$ cat src/rtl/operand_sequencer_pkg.sv
// Shared calculator definitions: FSM state encodings and operand width.
package operand_sequencer_pkg;

  localparam int OPW = 9;

  typedef enum logic [1:0] {
    S_A   = 2'd0,
    S_B   = 2'd1,
    S_RES = 2'd2,
    S_BAD = 2'd3
  } seq_state_t;

endpackage

$ cat src/rtl/operand_sequencer_if.sv
// Board-side bundle of the operand sequencer: switches, raw buttons and operand outputs.
interface operand_sequencer_if;
  import operand_sequencer_pkg::*;

  logic [OPW-1:0] sw_num;
  logic           btn_enter;
  logic           btn_clear;
  logic           enter_pulse;
  logic           load_a;
  logic           load_b;
  logic [OPW-1:0] num_a;
  logic [OPW-1:0] num_b;
  logic           result_valid;
  logic [1:0]     state;

  modport master (
    output sw_num, btn_enter, btn_clear,
    input  enter_pulse, load_a, load_b, num_a, num_b, result_valid, state
  );

  modport slave (
    input  sw_num, btn_enter, btn_clear,
    output enter_pulse, load_a, load_b, num_a, num_b, result_valid, state
  );

endinterface

$ cat src/rtl/operand_sequencer_btn_debounce.sv
// Two-flop synchroniser, stable-count debouncer and registered rising-edge pulse
// for one asynchronous push-button.
module btn_debounce #(
  parameter int DEBOUNCE_CYCLES = 50000,
  parameter int CNT_W           = 16
) (
  input  logic clk,
  input  logic rst,
  input  logic btn_raw,
  output logic btn_level,
  output logic btn_pulse
);

  localparam logic [CNT_W-1:0] CNT_LAST = CNT_W'(DEBOUNCE_CYCLES - 1);

  logic [1:0]       sync_reg;
  logic [CNT_W-1:0] cnt_reg;
  logic             level_reg;
  logic             level_d_reg;
  logic             pulse_reg;

  always_ff @(posedge clk) begin
    if (rst) begin
      sync_reg    <= 2'b00;
      cnt_reg     <= '0;
      level_reg   <= 1'b0;
      level_d_reg <= 1'b0;
      pulse_reg   <= 1'b0;
    end else begin
      sync_reg <= {sync_reg[0], btn_raw};
      // Any sample agreeing with the accepted level restarts the stability count.
      if (sync_reg[1] == level_reg) begin
        cnt_reg <= '0;
      end else if (cnt_reg == CNT_LAST) begin
        level_reg <= ~level_reg;
        cnt_reg   <= '0;
      end else begin
        cnt_reg <= cnt_reg + CNT_W'(1);
      end
      level_d_reg <= level_reg;
      pulse_reg   <= level_reg & ~level_d_reg;
    end
  end

  assign btn_level = level_reg;
  assign btn_pulse = pulse_reg;

endmodule

$ cat src/rtl/operand_sequencer.sv
// Calculator front end: debounced ENTER/CLEAR drive a three-step operand FSM
// that captures the switch value into num_a / num_b with load strobes.
module operand_sequencer
  import operand_sequencer_pkg::*;
#(
  parameter int DEBOUNCE_CYCLES = 50000,
  parameter int CNT_W           = 16
) (
  input logic               clk,
  input logic               rst,
  operand_sequencer_if.slave bus
);

  logic [1:0] btn_raw;
  logic [1:0] btn_level;
  logic [1:0] btn_pulse;
  logic       levels_unused;

  assign btn_raw       = {bus.btn_clear, bus.btn_enter};
  assign levels_unused = &btn_level;

  for (genvar gi = 0; gi < 2; gi++) begin : g_btn
    btn_debounce #(
      .DEBOUNCE_CYCLES(DEBOUNCE_CYCLES),
      .CNT_W          (CNT_W)
    ) u_debounce (
      .clk      (clk),
      .rst      (rst),
      .btn_raw  (btn_raw[gi]),
      .btn_level(btn_level[gi]),
      .btn_pulse(btn_pulse[gi])
    );
  end

  logic enter_pulse;
  logic clear_pulse;

  assign enter_pulse = btn_pulse[0];
  assign clear_pulse = btn_pulse[1];

  seq_state_t     state_reg;
  logic [OPW-1:0] num_a_reg;
  logic [OPW-1:0] num_b_reg;
  logic           load_a_reg;
  logic           load_b_reg;
  logic           result_valid_reg;

  always_ff @(posedge clk) begin
    if (rst) begin
      state_reg        <= S_A;
      num_a_reg        <= '0;
      num_b_reg        <= '0;
      load_a_reg       <= 1'b0;
      load_b_reg       <= 1'b0;
      result_valid_reg <= 1'b0;
    end else begin
      load_a_reg <= 1'b0;
      load_b_reg <= 1'b0;
      // CLEAR wins over a coincident ENTER, which is simply dropped.
      if (clear_pulse) begin
        state_reg        <= S_A;
        num_a_reg        <= '0;
        num_b_reg        <= '0;
        result_valid_reg <= 1'b0;
      end else begin
        case (state_reg)
          S_A: begin
            if (enter_pulse) begin
              num_a_reg  <= bus.sw_num;
              load_a_reg <= 1'b1;
              state_reg  <= S_B;
            end
          end
          S_B: begin
            if (enter_pulse) begin
              num_b_reg        <= bus.sw_num;
              load_b_reg       <= 1'b1;
              result_valid_reg <= 1'b1;
              state_reg        <= S_RES;
            end
          end
          S_RES: begin
            if (enter_pulse) begin
              result_valid_reg <= 1'b0;
              state_reg        <= S_A;
            end
          end
          default: begin
            result_valid_reg <= 1'b0;
            state_reg        <= S_A;
          end
        endcase
      end
    end
  end

  assign bus.enter_pulse  = enter_pulse;
  assign bus.load_a       = load_a_reg;
  assign bus.load_b       = load_b_reg;
  assign bus.num_a        = num_a_reg;
  assign bus.num_b        = num_b_reg;
  assign bus.result_valid = result_valid_reg;
  assign bus.state        = state_reg;

endmodule

$ cat src/flat_wrapper.sv
// flat-port wrapper written by rule: the top's interface ports become plain ports
module operand_sequencer_flat import operand_sequencer_pkg::*;
#(
  parameter int DEBOUNCE_CYCLES = 50000,
  parameter int CNT_W           = 16
)
  (clk, rst, bus_sw_num, bus_btn_enter, bus_btn_clear, bus_enter_pulse, bus_load_a, bus_load_b, bus_num_a, bus_num_b, bus_result_valid, bus_state);
  operand_sequencer_if bus_i ();
  input logic clk;
  input logic rst;
  input wire logic [$bits(bus_i.sw_num)-1:0] bus_sw_num;
  input wire logic [$bits(bus_i.btn_enter)-1:0] bus_btn_enter;
  input wire logic [$bits(bus_i.btn_clear)-1:0] bus_btn_clear;
  output wire logic [$bits(bus_i.enter_pulse)-1:0] bus_enter_pulse;
  output wire logic [$bits(bus_i.load_a)-1:0] bus_load_a;
  output wire logic [$bits(bus_i.load_b)-1:0] bus_load_b;
  output wire logic [$bits(bus_i.num_a)-1:0] bus_num_a;
  output wire logic [$bits(bus_i.num_b)-1:0] bus_num_b;
  output wire logic [$bits(bus_i.result_valid)-1:0] bus_result_valid;
  output wire logic [$bits(bus_i.state)-1:0] bus_state;
  assign bus_i.sw_num = bus_sw_num;
  assign bus_i.btn_enter = bus_btn_enter;
  assign bus_i.btn_clear = bus_btn_clear;
  assign bus_enter_pulse = bus_i.enter_pulse;
  assign bus_load_a = bus_i.load_a;
  assign bus_load_b = bus_i.load_b;
  assign bus_num_a = bus_i.num_a;
  assign bus_num_b = bus_i.num_b;
  assign bus_result_valid = bus_i.result_valid;
  assign bus_state = bus_i.state;
  operand_sequencer #(.DEBOUNCE_CYCLES(DEBOUNCE_CYCLES), .CNT_W(CNT_W)) u_core (.clk(clk), .rst(rst), .bus(bus_i));
endmodule
$ cat config.mk
export PLATFORM = sky130hd
export DESIGN_NAME = operand_sequencer_flat
export DESIGN_NICKNAME = d
export VERILOG_FILES = /design/src/rtl/operand_sequencer_pkg.sv /design/src/rtl/operand_sequencer_if.sv /design/src/rtl/operand_sequencer_btn_debounce.sv /design/src/rtl/operand_sequencer.sv /design/src/flat_wrapper.sv
export SDC_FILE = /design/constraint.sdc
export NUM_CORES = 1
export LEC_CHECK = 0
export ABC_AREA = 1
export CORE_MARGIN = 1.5
export CORE_UTILIZATION = 35
export CTS_BUF_LIST = sky130_fd_sc_hd__clkbuf_4
export DETAILED_ROUTE_END_ITERATION = 12
export PLACE_DENSITY = 0.61
export SYNTH_ARGS = -nofsm -noshare
export SYNTH_HDL_FRONTEND = slang
export SYNTH_SLANG_ARGS = --single-unit
$ cat constraint.sdc
create_clock -name clk -period 2.1 [get_ports clk]
set_clock_uncertainty 0.15 [all_clocks]
set_input_delay 0.42 -clock clk [delete_from_list [all_inputs] [get_ports clk]]
set_output_delay 0.42 -clock clk [all_outputs]
set_load 0.02 [all_outputs]
==> key figures, run 1 <==
Global route
  • Vias in the first global route: 2075
  • First-pass GRT wire length: 9560 microns
  • All-layer global routing usage: 0.141
  • GRT Residual Overflow: 0
  • Antenna violations before repair: 0
  • Largest net degree at the start of global routing: 16

Clocking
  • Setup Buffers After CTS: 0
  • CTS resizes: 0
  • H-tree Lvls: 3
  • Clock latency on the worst-skew pair: 0.40 ns
  • Master cell of the clock root buffer: sky130_fd_sc_hd__clkbuf_4
  • Clock tree from TritonCTS: done
  • Worst-path clk slew: 0.11 ns
  • Number of clock buffers inserted by TritonCTS: 9
  • # hold bufs at CTS: 0
  • Buffers from clock root to sink, at most: 2
  • Num Clock Sinks: 65

Setup path
  • CP startpoint kind: register
  • Sum of buffers and inverters on the critical path: 1
  • Register-to-register setup slack: 0.41 ns
  • Arrival time reported for the critical path endpoint: 1.40 ns
  • Family with the most delay on the worst path: buffers and inverters
  • Critical Path Sink Type: output pin
  • Endpoint required time on the critical path: 1.53 ns
  • Ordered list of cells on the worst path: clkdlybuf4s50_1
  • Path depth of the worst reg2reg path: 8
  • Type of the setup path with the least slack: reg2out
  • First element of the critical path: u_core.bus.state[1]$_SDFFE_PP0P_
  • Crit path largest cell delay: 0.61 ns
  • Endpoint of the lowest-slack register-to-register path: u_core.g_btn[0].u_debounce.cnt_reg[9]$_SDFF_PP0_
  • Slowest cell on the critical path: sky130_fd_sc_hd__clkdlybuf4s50_1
  • R2r startpoint: u_core.g_btn[0].u_debounce.cnt_reg[0]$_SDFF_PP0_
  • Largest driver fanout on the critical path: 4

Logic synthesis
  • Syn Area/Cell: 7.76 sq um
  • Mapped Area: 2810 sq um
  • Number of flops mapped to enable cells by yosys: 0
  • Synthesized-area fraction occupied by xor and xnor cells: 0.0405
  • Synth top area share: 0.463
  • Cells after synthesis: 362
  • Top area cells in the synthesized netlist: sky130_fd_sc_hd__dfxtp_1, sky130_fd_sc_hd__nor2_1, sky130_fd_sc_hd__nand2_1, sky130_fd_sc_hd__nand3_1, sky130_fd_sc_hd__inv_1
  • Synthesized Nets: 377
  • Number of flip-flops and latches in the synthesized netlist: 65
  • Count of warnings emitted by yosys: 0
  • Adder-Cell Fraction of Synth Area: 0.00890
  • Number of distinct library cell variants in the gate-level netlist after synthesis: 29
  • Multiplexer area fraction after synthesis: 0
  • Async set or reset register ratio after synthesis: 0
  • Cell taking the most area after synthesis: sky130_fd_sc_hd__dfxtp_1
  • Sequential element share of the synthesized area: 0.463
  • Commonest register cell after synthesis: sky130_fd_sc_hd__dfxtp_1
  • Share of the synthesized area in compound gates (AO/OA/AOI/OAI): 0.0899
  • Largest family of logic cells by synthesized area: simple AND/OR/NAND/NOR gates
  • Simple logic cell fraction of the synthesized area: 0.325

Min path
  • Endpoint of the worst hold-timing path: u_core.g_btn[1].u_debounce.btn_pulse$_SDFF_PP0_
  • Min-Delay Startpoint: u_core.g_btn[1].u_debounce.level_d_reg$_SDFF_PP0_
  • Worst Hold Class: reg2reg
  • Hold Path Depth: 1

Cells and area
  • Layout Cell Area excl Fill: 3400 sq um
  • Most common cell after layout, fill and taps aside: sky130_fd_sc_hd__nor2_1
  • Flip-flop count of the largest register after layout: 32
  • Area overhead of the layout relative to synthesis: 21.1%
  • Net total in the final layout: 421
  • Filler cells: 798
  • Antenna fix cells: 0
  • Highest-count cells in the layout ignoring fill and taps: sky130_fd_sc_hd__nor2_1, sky130_fd_sc_hd__dfxtp_1, sky130_fd_sc_hd__nand2_1, sky130_fd_sc_hd__clkdlybuf4s50_1, sky130_fd_sc_hd__inv_1
  • Fraction of layout instances using a drive strength above 1: 0.148

STA
  • Setup repair after global routing missed its margin: no
  • Slew Limit Fails: 0
  • Tightest Pin Transition: 0.388 ns
  • TNS Setup: 0 ns
  • Number of failing setup endpoints in the final timing report: 0
  • Time the final worst path needs with I/O delays and setup: 1.97 ns
  • Total count of hold-check failures in the final report: 0
  • Remaining max-slew budget at the tightest pin: 0.740
  • Highest attainable clock frequency: 507 MHz
  • Final clock period utilization by the worst path: 0.939

Floorplanning
  • Core area: 7770 sq um
  • Initial Util: 0.362
  • Io pins: 37
  • Die width: 92.6 microns
  • Die Height: 92.6 microns
  • Die outline area: 8580 sq um
  • Placement Rows: 32

Status
  • Outcome: complete, no violations

Route
  • Detailed router's first-iteration violation count: 111
  • Detail Route Antenna Nets: 0
  • DRC violations left: 0
  • Number of optimization iterations in the first detailed-route pass: 5
  • Detailed-route via count: 2303
  • DR WL/cell: 10.6 microns
  • Aggregate routed wire length: 5440 microns
  • DR vias/cell: 4.49

Power and ir drop
  • Leakage dissipation: 1.12 nW
  • Power density over the cells: 621 nW/um^2
  • PnR Total Power: 2.12 mW
  • Max IR drop VDD: 0.394 mV

Placed design
  • DP HPWL: 3950 microns
  • Port buffer count: 36
  • Cell Area, Placed: 3270 sq um
  • Global placer's final weighted congestion: 0.783

Run
  • Max Cap Viol: 0
==> through the flow <==
step,util,worst slack [ns],hold WS (ns),instances
after CTS,0.438,0.0881,0.255,513
final,0.438,0.128,0.251,513
after detailed placement,0.421,0.186,0.235,497
after global routing,0.438,0.0470,0.257,513
after floorplan,-,0.635,0.223,362
after global placement,0.421,0.200,0.230,497
==> power breakdown <==
group	internal (mW)	switching, mW	total, mW	leakage [nW]
logic	0.0309	0.0302	0.0611	0.520
registers	1.24	0.00192	1.24	0.524
clock network	0.371	0.445	0.816	0.0799
==> cells in the mapped netlist, types with 2 or more instances <==
| cell type | instances |
|---|---|
| sky130_fd_sc_hd__a21oi_1 | 19 |
| sky130_fd_sc_hd__a21oi_2 | 5 |
| sky130_fd_sc_hd__buf_2 | 4 |
| sky130_fd_sc_hd__buf_6 | 4 |
| sky130_fd_sc_hd__dfxtp_1 | 65 |
| sky130_fd_sc_hd__ha_1 | 2 |
| sky130_fd_sc_hd__inv_1 | 35 |
| sky130_fd_sc_hd__nand2_1 | 52 |
| sky130_fd_sc_hd__nand2_2 | 9 |
| sky130_fd_sc_hd__nand3_1 | 30 |
| sky130_fd_sc_hd__nand3_2 | 3 |
| sky130_fd_sc_hd__nand4_1 | 8 |
| sky130_fd_sc_hd__nor2_1 | 67 |
| sky130_fd_sc_hd__nor2_2 | 14 |
| sky130_fd_sc_hd__nor2_4 | 5 |
| sky130_fd_sc_hd__nor3_1 | 3 |
| sky130_fd_sc_hd__o21ai_0 | 12 |
| sky130_fd_sc_hd__o21ai_1 | 3 |
| sky130_fd_sc_hd__xnor2_1 | 5 |
| sky130_fd_sc_hd__xor2_1 | 8 |
==> worst max-delay path by stage <==
stage	end	slack, ns	cells past startpoint
3_5_place_dp	u_core.g_btn[0].u_debounce.cnt_reg[9]$_SDFF_PP0_	0.19	6
4_1_cts	bus_state[1]	0.09	1
2_1_floorplan	u_core.g_btn[0].u_debounce.cnt_reg[7]$_SDFF_PP0_	0.64	9
5_1_grt	bus_state[1]	0.05	1
6_report	bus_state[1]	0.13	1
3_3_place_gp	u_core.g_btn[0].u_debounce.cnt_reg[9]$_SDFF_PP0_	0.20	6
==> logic make-up (layout without fill, tap and decap cells) <==
kind of cell,after synthesis,after routing
simple gates,194,194
flops,65,65
buf+inv,45,94
compound gates,43,43
xor+xnor,13,13
fa+ha+maj,2,2
==> layout make-up <==
| type | instances | area, sq um | area share |
|---|---|---|---|
| Tap cell | 102 | 128 | 0.0375 |
| Clock inverter | 6 | 58.8 | 0.0173 |
| Timing Repair Buffer | 41 | 398 | 0.117 |
| Multi-Input combinational cell | 252 | 1300 | 0.383 |
| Inverter | 37 | 140 | 0.0412 |
| Clock buffer | 10 | 75.1 | 0.0221 |
| Sequential cell | 65 | 1300 | 0.382 |
==> per-layer routing <==
metal / up-vias / wire length [microns] / global-route usage
met5: - / 0 / 0
met4: 0 / 72 / 0.0462
met3: 6 / 297 / 0.0542
met2: 44 / 2280 / 0.205
met1: 1010 / 2780 / 0.191
li1: 1243 / - / -
No activity file was read; power rests on OpenSTA's default activity.
==> inputs of run 2 (changes only) <==
--- a/config.mk
+++ b/config.mk
@@ -8,9 +8,10 @@
 export ABC_AREA = 1
 export CORE_MARGIN = 1.5
 export CORE_UTILIZATION = 35
-export CTS_BUF_LIST = sky130_fd_sc_hd__clkbuf_4
+export CTS_CLUSTER_DIAMETER = 50
 export DETAILED_ROUTE_END_ITERATION = 12
 export PLACE_DENSITY = 0.61
+export SKIP_CTS_REPAIR_TIMING = 1
 export SYNTH_ARGS = -nofsm -noshare
 export SYNTH_HDL_FRONTEND = slang
 export SYNTH_SLANG_ARGS = --single-unit
==> run 2 against run 1 <==
  * Sequential power is essentially flat
  * Fmax grew 4.5%
  * Routed wire length fell by 1.5%
==> key figures, run 2 (synthesized netlist as in run 1, its figures left out) <==
Status
  • Outcome: complete, no violations

Floorplanning
  • Die width: 92.6 microns
  • Die Height: 92.6 microns
  • Die outline area: 8580 sq um
  • Placement Rows: 32
  • Core area: 7770 sq um
  • Io pins: 37
  • Initial Util: 0.362

Power and ir drop
  • Leakage dissipation: 1.14 nW
  • PnR Total Power: 2.30 mW
  • Max IR drop VDD: 0.429 mV
  • Power density over the cells: 666 nW/um^2

STA
  • Number of failing setup endpoints in the final timing report: 0
  • Remaining max-slew budget at the tightest pin: 0.748
  • Time the final worst path needs with I/O delays and setup: 1.89 ns
  • Final WS setup: 0.212 ns
  • Total count of hold-check failures in the final report: 0
  • Highest attainable clock frequency: 530 MHz
  • Setup repair after global routing missed its margin: no
  • Slew Limit Fails: 0
  • Final clock period utilization by the worst path: 0.899
  • TNS Setup: 0 ns
  • Tightest Pin Transition: 0.378 ns
  • Post-Route Hold Slack: 0.239 ns

Global route
  • GRT Residual Overflow: 0
  • Largest net degree at the start of global routing: 16
  • Vias in the first global route: 2088
  • Antenna violations before repair: 0
  • All-layer global routing usage: 0.141
  • First-pass GRT wire length: 9520 microns

Route
  • Number of optimization iterations in the first detailed-route pass: 4
  • Aggregate routed wire length: 5360 microns
  • DRC violations left: 0
  • DR vias/cell: 4.50
  • Detailed router's first-iteration violation count: 107
  • Detail Route Antenna Nets: 0
  • DR WL/cell: 10.4 microns
  • Detailed-route via count: 2310

Setup path
  • Ordered list of cells on the worst path: clkdlybuf4s50_1
  • Largest driver fanout on the critical path: 4
  • Arrival time reported for the critical path endpoint: 1.32 ns
  • CP startpoint kind: register
  • Type of the setup path with the least slack: reg2out
  • Family with the most delay on the worst path: buffers and inverters
  • Sum of buffers and inverters on the critical path: 1
  • Endpoint required time on the critical path: 1.53 ns
  • Critical Path Sink Type: output pin
  • Crit path largest cell delay: 0.61 ns
  • Slowest cell on the critical path: sky130_fd_sc_hd__clkdlybuf4s50_1

Clocking
  • H-tree Lvls: 3
  • Number of clock buffers inserted by TritonCTS: 9
  • Buffers from clock root to sink, at most: 2
  • Num Clock Sinks: 65
  • Worst-path clk slew: 0.07 ns
  • Master cell of the clock root buffer: sky130_fd_sc_hd__clkbuf_8
  • Clock latency on the worst-skew pair: 0.33 ns
  • Clock tree from TritonCTS: done

Placed design
  • Global placer's final weighted congestion: 0.783
  • Port buffer count: 36
  • Cell count after placement: 497
  • Cell Area, Placed: 3270 sq um
  • DP HPWL: 3950 microns
  • Worst slack after detailed placement: 0.186 ns

Cells and area
  • Final Non-Filler Cells: 513
  • Area overhead of the layout relative to synthesis: 23.0%
  • Filler cells: 794
  • Most common cell after layout, fill and taps aside: sky130_fd_sc_hd__nor2_1
  • Antenna fix cells: 0
  • Layout Cell Area excl Fill: 3460 sq um
  • Net total in the final layout: 421
  • Highest-count cells in the layout ignoring fill and taps: sky130_fd_sc_hd__nor2_1, sky130_fd_sc_hd__dfxtp_1, sky130_fd_sc_hd__nand2_1, sky130_fd_sc_hd__clkdlybuf4s50_1, sky130_fd_sc_hd__inv_1
  • Fraction of layout instances using a drive strength above 1: 0.146
  • Final core utilization: 0.445
  • Flip-flop count of the largest register after layout: 32

Min path
  • Worst Hold Class: reg2reg

Run
  • Max Cap Viol: 0
==> run 2: layout make-up <==
class | instances | area (sq um) | share of cell area
Timing Repair Buffer | 41 | 398 | 0.115
Clock buffer | 10 | 128 | 0.0369
Sequential cell | 65 | 1300 | 0.376
Multi-Input combinational cell | 252 | 1300 | 0.377
Tap cell | 102 | 128 | 0.0369
Clock inverter | 6 | 58.8 | 0.0170
Inverter | 37 | 140 | 0.0405
==> run 2: final timing paths <==
path | from | endpoint | slack (ns) | cells past startpoint
max | u_core.bus.state[1]$_SDFFE_PP0P_ | bus_state[1] | 0.21 | 1
min | u_core.g_btn[1].u_debounce.level_d_reg$_SDFF_PP0_ | u_core.g_btn[1].u_debounce.btn_pulse$_SDFF_PP0_ | 0.24 | 1
max reg2reg | u_core.g_btn[0].u_debounce.cnt_reg[0]$_SDFF_PP0_ | u_core.g_btn[0].u_debounce.cnt_reg[9]$_SDFF_PP0_ | 0.42 | 8
min reg2reg | u_core.g_btn[1].u_debounce.level_d_reg$_SDFF_PP0_ | u_core.g_btn[1].u_debounce.btn_pulse$_SDFF_PP0_ | 0.24 | 1
==> run 2: power by group <==
part	internal [mW]	switching [mW]
logic	0.0308	0.0300
clock network	0.542	0.461
registers	1.24	0.00190
==> run 2: routing by layer <==
metal	wire length, microns	track usage
met5	0	0
met4	31	0.0385
met3	291	0.0591
met2	2300	0.206
met1	2740	0.189
